[src/rtl/sha_finalize_stage_pkg.sv]
// Shared SHA-256 definitions for the finalize stage: state layout, IV and
// the hit-register state encoding.
package sha_finalize_stage_pkg;

  localparam int HASH_WORDS = 8;

  typedef struct packed {
    logic [31:0] a;
    logic [31:0] b;
    logic [31:0] c;
    logic [31:0] d;
    logic [31:0] e;
    logic [31:0] f;
    logic [31:0] g;
    logic [31:0] h;
  } HashState;

  localparam logic [31:0] H0 = 32'h6a09e667;
  localparam logic [31:0] H1 = 32'hbb67ae85;
  localparam logic [31:0] H2 = 32'h3c6ef372;
  localparam logic [31:0] H3 = 32'ha54ff53a;
  localparam logic [31:0] H4 = 32'h510e527f;
  localparam logic [31:0] H5 = 32'h9b05688c;
  localparam logic [31:0] H6 = 32'h1f83d9ab;
  localparam logic [31:0] H7 = 32'h5be0cd19;

  localparam HashState SHA256_IV = '{H0, H1, H2, H3, H4, H5, H6, H7};

  typedef enum logic {
    HIT_EMPTY = 1'b0,
    HIT_FULL  = 1'b1
  } hit_state_t;

  // True when the top zero_bits bits of the 64-bit word {a,b} are all zero.
  function automatic logic leading_zero_hit(input logic [63:0] top, input int zero_bits);
    return (top >> (64 - zero_bits)) == 64'd0;
  endfunction

endpackage

[src/rtl/sha_state_adder_pipeline.sv]
// Word-wise chaining add (no cross-word carry) followed by PIPELINE_DEPTH
// non-reset data registers.
module sha_state_adder_pipeline
  import sha_finalize_stage_pkg::*;
#(
  parameter int PIPELINE_DEPTH = 1
) (
  input  logic     clk,
  input  HashState state,
  input  HashState chain,
  output HashState digest
);

  logic [32*HASH_WORDS-1:0] state_flat;
  logic [32*HASH_WORDS-1:0] chain_flat;
  logic [32*HASH_WORDS-1:0] sum_flat;
  HashState                 stage_reg [PIPELINE_DEPTH];

  assign state_flat = state;
  assign chain_flat = chain;

  generate
    for (genvar gi = 0; gi < HASH_WORDS; gi++) begin : g_word_add
      assign sum_flat[32*HASH_WORDS-1-32*gi -: 32] =
        state_flat[32*HASH_WORDS-1-32*gi -: 32] + chain_flat[32*HASH_WORDS-1-32*gi -: 32];
    end
  endgenerate

  always_ff @(posedge clk) begin
    stage_reg[0] <= sum_flat;
    for (int i = 1; i < PIPELINE_DEPTH; i++) begin
      stage_reg[i] <= stage_reg[i-1];
    end
  end

  assign digest = stage_reg[PIPELINE_DEPTH-1];

endmodule

[src/rtl/sha_finalize_stage.sv]
// Final SHA-256 stage: digest add, nonce tagging and a sticky,
// acknowledged difficulty-hit register.
module sha_finalize_stage
  import sha_finalize_stage_pkg::*;
#(
  parameter int ADD_PIPELINE_DEPTH = 1,
  parameter int ZERO_BITS          = 32
) (
  input  logic        clk,
  input  logic        rst,
  input  HashState    state_i,
  input  HashState    chain_i,
  input  logic        valid_i,
  input  logic        newblock_i,
  output HashState    digest_o,
  output logic        valid_o,
  output logic        newblock_o,
  output logic [31:0] nonce_o,
  output logic        hit_valid_o,
  output logic [31:0] hit_nonce_o,
  output HashState    hit_digest_o,
  output logic        hit_drop_o,
  input  logic        hit_ack_i
);

  logic [ADD_PIPELINE_DEPTH-1:0] valid_pipe_reg;
  logic [ADD_PIPELINE_DEPTH-1:0] newblock_pipe_reg;
  logic [31:0]                   count_reg;
  hit_state_t                    hit_state_reg;
  hit_state_t                    hit_state_next;
  logic                          hit;
  logic                          capture;
  logic                          drop_set;
  logic [31:0]                   hit_nonce_reg;
  HashState                      hit_digest_reg;
  logic                          hit_drop_reg;

  sha_state_adder_pipeline #(
    .PIPELINE_DEPTH(ADD_PIPELINE_DEPTH)
  ) u_adder (
    .clk   (clk),
    .state (state_i),
    .chain (chain_i),
    .digest(digest_o)
  );

  // Valids are reset so a mid-flight reset kills every in-flight result.
  generate
    for (genvar gi = 0; gi < ADD_PIPELINE_DEPTH; gi++) begin : g_ctrl_pipe
      if (gi == 0) begin : g_first
        always_ff @(posedge clk or posedge rst) begin
          if (rst) valid_pipe_reg[gi] <= 1'b0;
          else     valid_pipe_reg[gi] <= valid_i;
        end
        always_ff @(posedge clk) newblock_pipe_reg[gi] <= newblock_i;
      end else begin : g_rest
        always_ff @(posedge clk or posedge rst) begin
          if (rst) valid_pipe_reg[gi] <= 1'b0;
          else     valid_pipe_reg[gi] <= valid_pipe_reg[gi-1];
        end
        always_ff @(posedge clk) newblock_pipe_reg[gi] <= newblock_pipe_reg[gi-1];
      end
    end
  endgenerate

  assign valid_o    = valid_pipe_reg[ADD_PIPELINE_DEPTH-1];
  assign newblock_o = newblock_pipe_reg[ADD_PIPELINE_DEPTH-1];

  always_ff @(posedge clk or posedge rst) begin
    if (rst) begin
      count_reg <= 32'd0;
    end else if (valid_o) begin
      count_reg <= newblock_o ? 32'd1 : count_reg + 32'd1;
    end
  end

  assign nonce_o = newblock_o ? 32'd0 : count_reg;
  assign hit     = valid_o && leading_zero_hit({digest_o.a, digest_o.b}, ZERO_BITS);

  always_comb begin
    hit_state_next = hit_state_reg;
    capture        = 1'b0;
    drop_set       = 1'b0;
    case (hit_state_reg)
      HIT_EMPTY: begin
        if (hit) begin
          capture        = 1'b1;
          hit_state_next = HIT_FULL;
        end
      end
      HIT_FULL: begin
        // An ack in the same cycle frees the slot for the incoming hit.
        if (hit_ack_i) begin
          if (hit) capture = 1'b1;
          else     hit_state_next = HIT_EMPTY;
        end else if (hit) begin
          drop_set = 1'b1;
        end
      end
      default: hit_state_next = HIT_EMPTY;
    endcase
  end

  always_ff @(posedge clk or posedge rst) begin
    if (rst) begin
      hit_state_reg  <= HIT_EMPTY;
      hit_nonce_reg  <= 32'd0;
      hit_digest_reg <= '0;
      hit_drop_reg   <= 1'b0;
    end else begin
      hit_state_reg <= hit_state_next;
      if (capture) begin
        hit_nonce_reg  <= nonce_o;
        hit_digest_reg <= digest_o;
      end
      if (drop_set) hit_drop_reg <= 1'b1;
    end
  end

  assign hit_valid_o  = (hit_state_reg == HIT_FULL);
  assign hit_nonce_o  = hit_nonce_reg;
  assign hit_digest_o = hit_digest_reg;
  assign hit_drop_o   = hit_drop_reg;

endmodule

[config.mk]
export PLATFORM = sky130hd
export DESIGN_NAME = sha_finalize_stage
export DESIGN_NICKNAME = d
export VERILOG_FILES = /design/src/rtl/sha_finalize_stage_pkg.sv /design/src/rtl/sha_state_adder_pipeline.sv /design/src/rtl/sha_finalize_stage.sv
export SDC_FILE = /design/constraint.sdc
export NUM_CORES = 1
export LEC_CHECK = 0
export ABC_AREA = 1
export CORE_AREA = 2 2 428 430
export CTS_BUF_LIST = sky130_fd_sc_hd__clkbuf_4
export DETAILED_ROUTE_END_ITERATION = 6
export DIE_AREA = 0 0 430 432
export PLACE_DENSITY = 0.46
export SLEW_MARGIN = 20
export SYNTH_ARGS = -nofsm -noshare
export SYNTH_HDL_FRONTEND = slang
export SYNTH_SLANG_ARGS = --single-unit
[constraint.sdc]
create_clock -name clk -period 12.2 [get_ports clk]
set_input_delay 2.44 -clock clk [delete_from_list [all_inputs] [get_ports clk]]
set_output_delay 2.44 -clock clk [all_outputs]
set_load 0.01 [all_outputs]
---- Yosys cells after proc, flatten, opt, wreduce, memory -nomap -nowiden ----
Memories as Yosys holds them, arrays and structs flattened.
Index checks and enable logic that the tools add are counted.
Widths: inputs -> output; s select.
operators by class
  add/sub/neg operators ................... 9
  $mul .................................... 0
  div/mod/pow operators ................... 0
  magnitude comparators ................... 0
  eq/ne operators ......................... 0
  shifts and indexed selects .............. 0
  multiplexer cells ....................... 9
  bitwise logic cells ..................... 1
  reduce and logical (&&, ||, !) cells .... 2
operator list
  kind                   count
  $add 32x32->32         8
  $logic_not 64->1       1
  $mux 32                2
  $add 32x1->32 const B  1
  $mux 1                 5
  $pmux 1 s2             2
  $logic_and 1x1->1      1
  $not 1->1              1
storage, ports and cells
  register bits after elaboration ......... 324
  bits in latches ......................... 0
  memory bits (writable) .................. 256
  memory bits (read-only) ................. 0
  output and inout bits ................... 580
  word-level logic and storage cells ...... 36
  memories ................................ 1
memories
  name               depth  bits a word  rd ports  clocked after memory_dff  wr ports  RTL line                        RTL
  u_adder.stage_reg  1      256          1         0                         1         sha_state_adder_pipeline.sv:17  HashState stage_reg [PIPELINE_DEPTH];

---- Logic depth before layout (Yosys ltp) ----
  depth after elaboration ................. 5
  mapped depth ............................ 12
  mapped depth without buffers ............ 12

---- Modules after synthesis ----
Synthesis repeated with hierarchy kept, for this count alone.
unflattened totals
  cells, all modules ...................... 5793
  area, all modules ....................... 37516.0 um^2
by module, submodules not included
  module                    times used  cells each  area an instance (um^2)
  sha_state_adder_pipeline  1           4190        23737.8
  sha_finalize_stage        1           1603        13778.2

---- Worst setup path before layout ----
Ideal clock, no wire load.
  path kind ............................... input to register
  start point ............................. input state_i[96] (netlist name)
  end point ............................... memory u_adder.stage_reg[0][124] (netlist name)
  setup time .............................. 112 ps
  arrival ................................. 3769 ps
  data required time ...................... 12088 ps
  setup slack ............................. 8318 ps
  stages on the path ...................... 12
  path buffers ............................ 0
  path through ............................ ha_1 fa_1 nand3_1 nand3_1 nand2_1 nand2_1 nand2_1 nand2_1 nand2_1 nand2_1 nand2_1 nand2_1
between the ends
  cells in the longest elaborated chain, start to end .. 1
RTL lines
  item                       RTL line                        RTL
  from (decl)                sha_finalize_stage.sv:11        input HashState state_i,
  $add 32x32->32             sha_state_adder_pipeline.sv:25  state_flat[32*HASH_WORDS-1-32*gi -: 32] + chain_flat[32*HASH_WORDS-1-32*gi -: 32];
  via u_adder.sum_flat[124]  sha_state_adder_pipeline.sv:16  logic [32*HASH_WORDS-1:0] sum_flat;
  to (decl)                  sha_state_adder_pipeline.sv:17
The timed path passes the listed nets, and every way through them passes these cells.

---- Worst setup path in the final report ----
  start point ............................. register newblock_pipe_reg (netlist: newblock_o)
  end point ............................... output nonce_o[23]
between the ends
  cells in the longest elaborated chain, start to end .. 1
RTL lines
  item                               RTL line                  RTL
  from (decl)                        sha_finalize_stage.sv:27  logic [ADD_PIPELINE_DEPTH-1:0] newblock_pipe_reg;
  from (signal, indexed assignment)  sha_finalize_stage.sv:55  always_ff @(posedge clk) newblock_pipe_reg[gi] <= newblock_i;
  $mux 32                            sha_finalize_stage.sv:77  assign nonce_o = newblock_o ? 32'd0 : count_reg;
  to (decl)                          sha_finalize_stage.sv:18  output logic [31:0] nonce_o,
Every way passes these cells.

==> qor.yml <==
sta:
  rsz0062_at_grt: "no"
  finalSetupTns_ns: 0
  holdWs_ns: 0.4283
  maxSlewHeadroom_pct: 28.85
  clock_skew_ns: 0.08485
  setup_viol: 0
  tightest_slew_ns: 1.067
  finalHoldViolCount: 0
  finalCritPeriodShare_pct: 44.53
  max_freq_mhz: 184.1
  final_max_slew_viol_count: 0
  min_period_ns: 5.433
critical_path:
  crit_required_ns: 9.76
  cp-end-kind: "primary output"
  slowest_delay_ns: 0.74
  worstSetupStartpointType: "flop"
  critPathMaxFanout: 35
  slowest_stage: "clkdlybuf4s50_1"
  critPathKind: "flop to primary output"
  reg2reg_setup_slack_ns: 8.20
  worstPathArrival_ns: 2.99
  path_cells: "buf_4 > nor2_1 > clkdlybuf4s50_1"
die:
  die-area_sq_mm: 0.1858
  die_w_um: 430
  coreArea_sq_mm: 0.1817
  start_util_pct: 20.46
  die_h_um: 432
  row_count: 157
  io_pins: 1097
grt:
  grt_overflow: 0
  grt_pass1_wl_um: 290500
  grt_max_degree: 115
  grt_pass1_vias: 40630
  grtUsageTotal_pct: 21.62
  antenna_found_initial: 97
synth:
  ys.flop_type: "dfrtp_1"
  yosys_warnings: 0
  synth_cells: 5760
  synth_seq_cells: 580
  synth.largest_area_cell: "nand2_1"
  syn-num-nets: 6534
  netlist_top_cells_count: "nand2_1, inv_1, nor2_1, dfrtp_1, nand4_1"
  ys_async_sr_fraction_pct: 55.69
  synth_area_sq_mm: 0.03717
  yosysMostFrequentCell: "nand2_1"
  synth_area_leaders: "nand2_1, dfrtp_1, dfxtp_1"
  syn_area_per_cell_sq_um: 6.453
  netlist.area_leader.share_pct: 24.61
  synth_cell_types: 29
  yosysSeqAreaShare_pct: 35.59
  synth_edf_count: 0
placed_design:
  place_inst: 9141
  place_area_sq_mm: 0.05082
  finalWeightedCongestion: 0.9450
  hpwl_um: 172100
  port_buffers: 1096
clock_network:
  clk_pin_slew_ns: 0.07
  numCtsBuffers: 189
  clk_latency_ns: 1.28
  ctsResizeCount: 0
  cts_tree: "built"
  cts_hold_buf: 0
  cts_setup_buffers: 0
  clkSinkCount: 580
  clock_path_buffers: 3
  h-tree-depth: 4
  root_buffer: "clkbuf_4"
drt:
  wire_per_inst_um: 21.64
  top_layer: "met5"
  dr.pass1.iters: 5
  met2_length_um: 99200
  via_per_inst: 4.317
  ant_nets: 0
  vias: 41170
  totalWireLength_um: 206300
  met3_length_um: 12450
  wl_met1_um: 85570
  drc: 0
  detailedRoute.firstIterationViolations: 2609
finish:
  final_cells: 9536
  nets: 7721
  final_cell_area_sq_mm: 0.05340
  area_growth_pct: 43.67
  drive_above_1_share_pct: 4.698
power_and_ir_drop:
  p_leak_nw: 28.90
  power_density_mw_per_mm2: 115.2
  irDropWorstVdd_uv: 89.65
hold_path:
  hold_path_class: "flop to flop"
run_status:
  status: "finished clean"
run:
  maxCapViolations: 0
layout make-up:
class	instances	area (sq um)
fillers	20240	128300
multi-input cells	4076	19750
flip-flops and latches	580	13230
repair buffers	1119	11160
inverters	981	3697
well taps	2385	2984
clock buffers	272	2042
clock inverters	82	436.7
diodes	41	102.6
routing by layer:
layer	global-route usage, %	vias to the layer above
li1	-	20330
met3	5.404	419
met5	0	-
met4	9.813	62
met1	25.85	18960
met2	36.40	1395
kinds of logic after synthesis:
group	synth area share, %
compound gates	3.087
xor+xnor	3.016
fa+ha+maj	8.813
buf+inv	11.33
flops	35.59
simple gates	38.17
final timing paths:
check | start | to | depth (start not counted)
max | newblock_o$_DFF_P_ | nonce_o[23] | 3
min | u_adder.stage_reg[0][142]$_DFF_P_ | hit_digest_o[142]$_DFFE_PP0P_ | 2
max reg2reg | u_adder.stage_reg[0][244]$_DFF_P_ | hit_digest_o[150]$_DFFE_PP0P_ | 9
min reg2reg | u_adder.stage_reg[0][142]$_DFF_P_ | hit_digest_o[142]$_DFFE_PP0P_ | 2
max in group asynchronous | rst | hit_digest_o[53]$_DFFE_PP0P_ | 4
min in group asynchronous | rst | hit_digest_o[7]$_DFFE_PP0P_ | 2
through the flow:
| stage | total power, mW | util (%) | setup slack (ns) |
|---|---|---|---|
| 2_1_floorplan | 2.992 | - | 0.8187 |
| 3_3_place_gp | 4.038 | 27.97 | 6.111 |
| 6_report | 6.151 | 29.39 | 6.767 |
| 5_1_grt | 6.513 | 29.38 | 6.628 |
| 3_5_place_dp | 4.031 | 27.97 | 6.121 |
| 4_1_cts | 6.265 | 29.33 | 6.632 |
power by group:
group | switching [mW] | total [mW] | internal (mW)
clock network | 1.07 | 2.16 | 1.10
logic | 0.957 | 1.68 | 0.728
registers | 0.216 | 2.30 | 2.09
total | 2.24 | 6.15 | 3.91
worst max-delay path, delay by kind of cell, from the launching register on:
family / cells / cell delay, ns
AND/OR/NAND/NOR: 1 / 0.40
flip-flops: 1 / 0.30
buffers and inverters: 2 / 1.00
cells in the final DEF, fill, tap and decap left out, drive strengths merged, types with 118 or more instances in the layout:
master and n:
dfrtp 323, inv 989, xor2 118, ha 249
nand2 2437, nand3 233, nand4 298, clkdlybuf4s50 1096
a21oi 175, nor2 439, dfxtp 257, clkbuf 272
(Power assumes the default switching activity.)
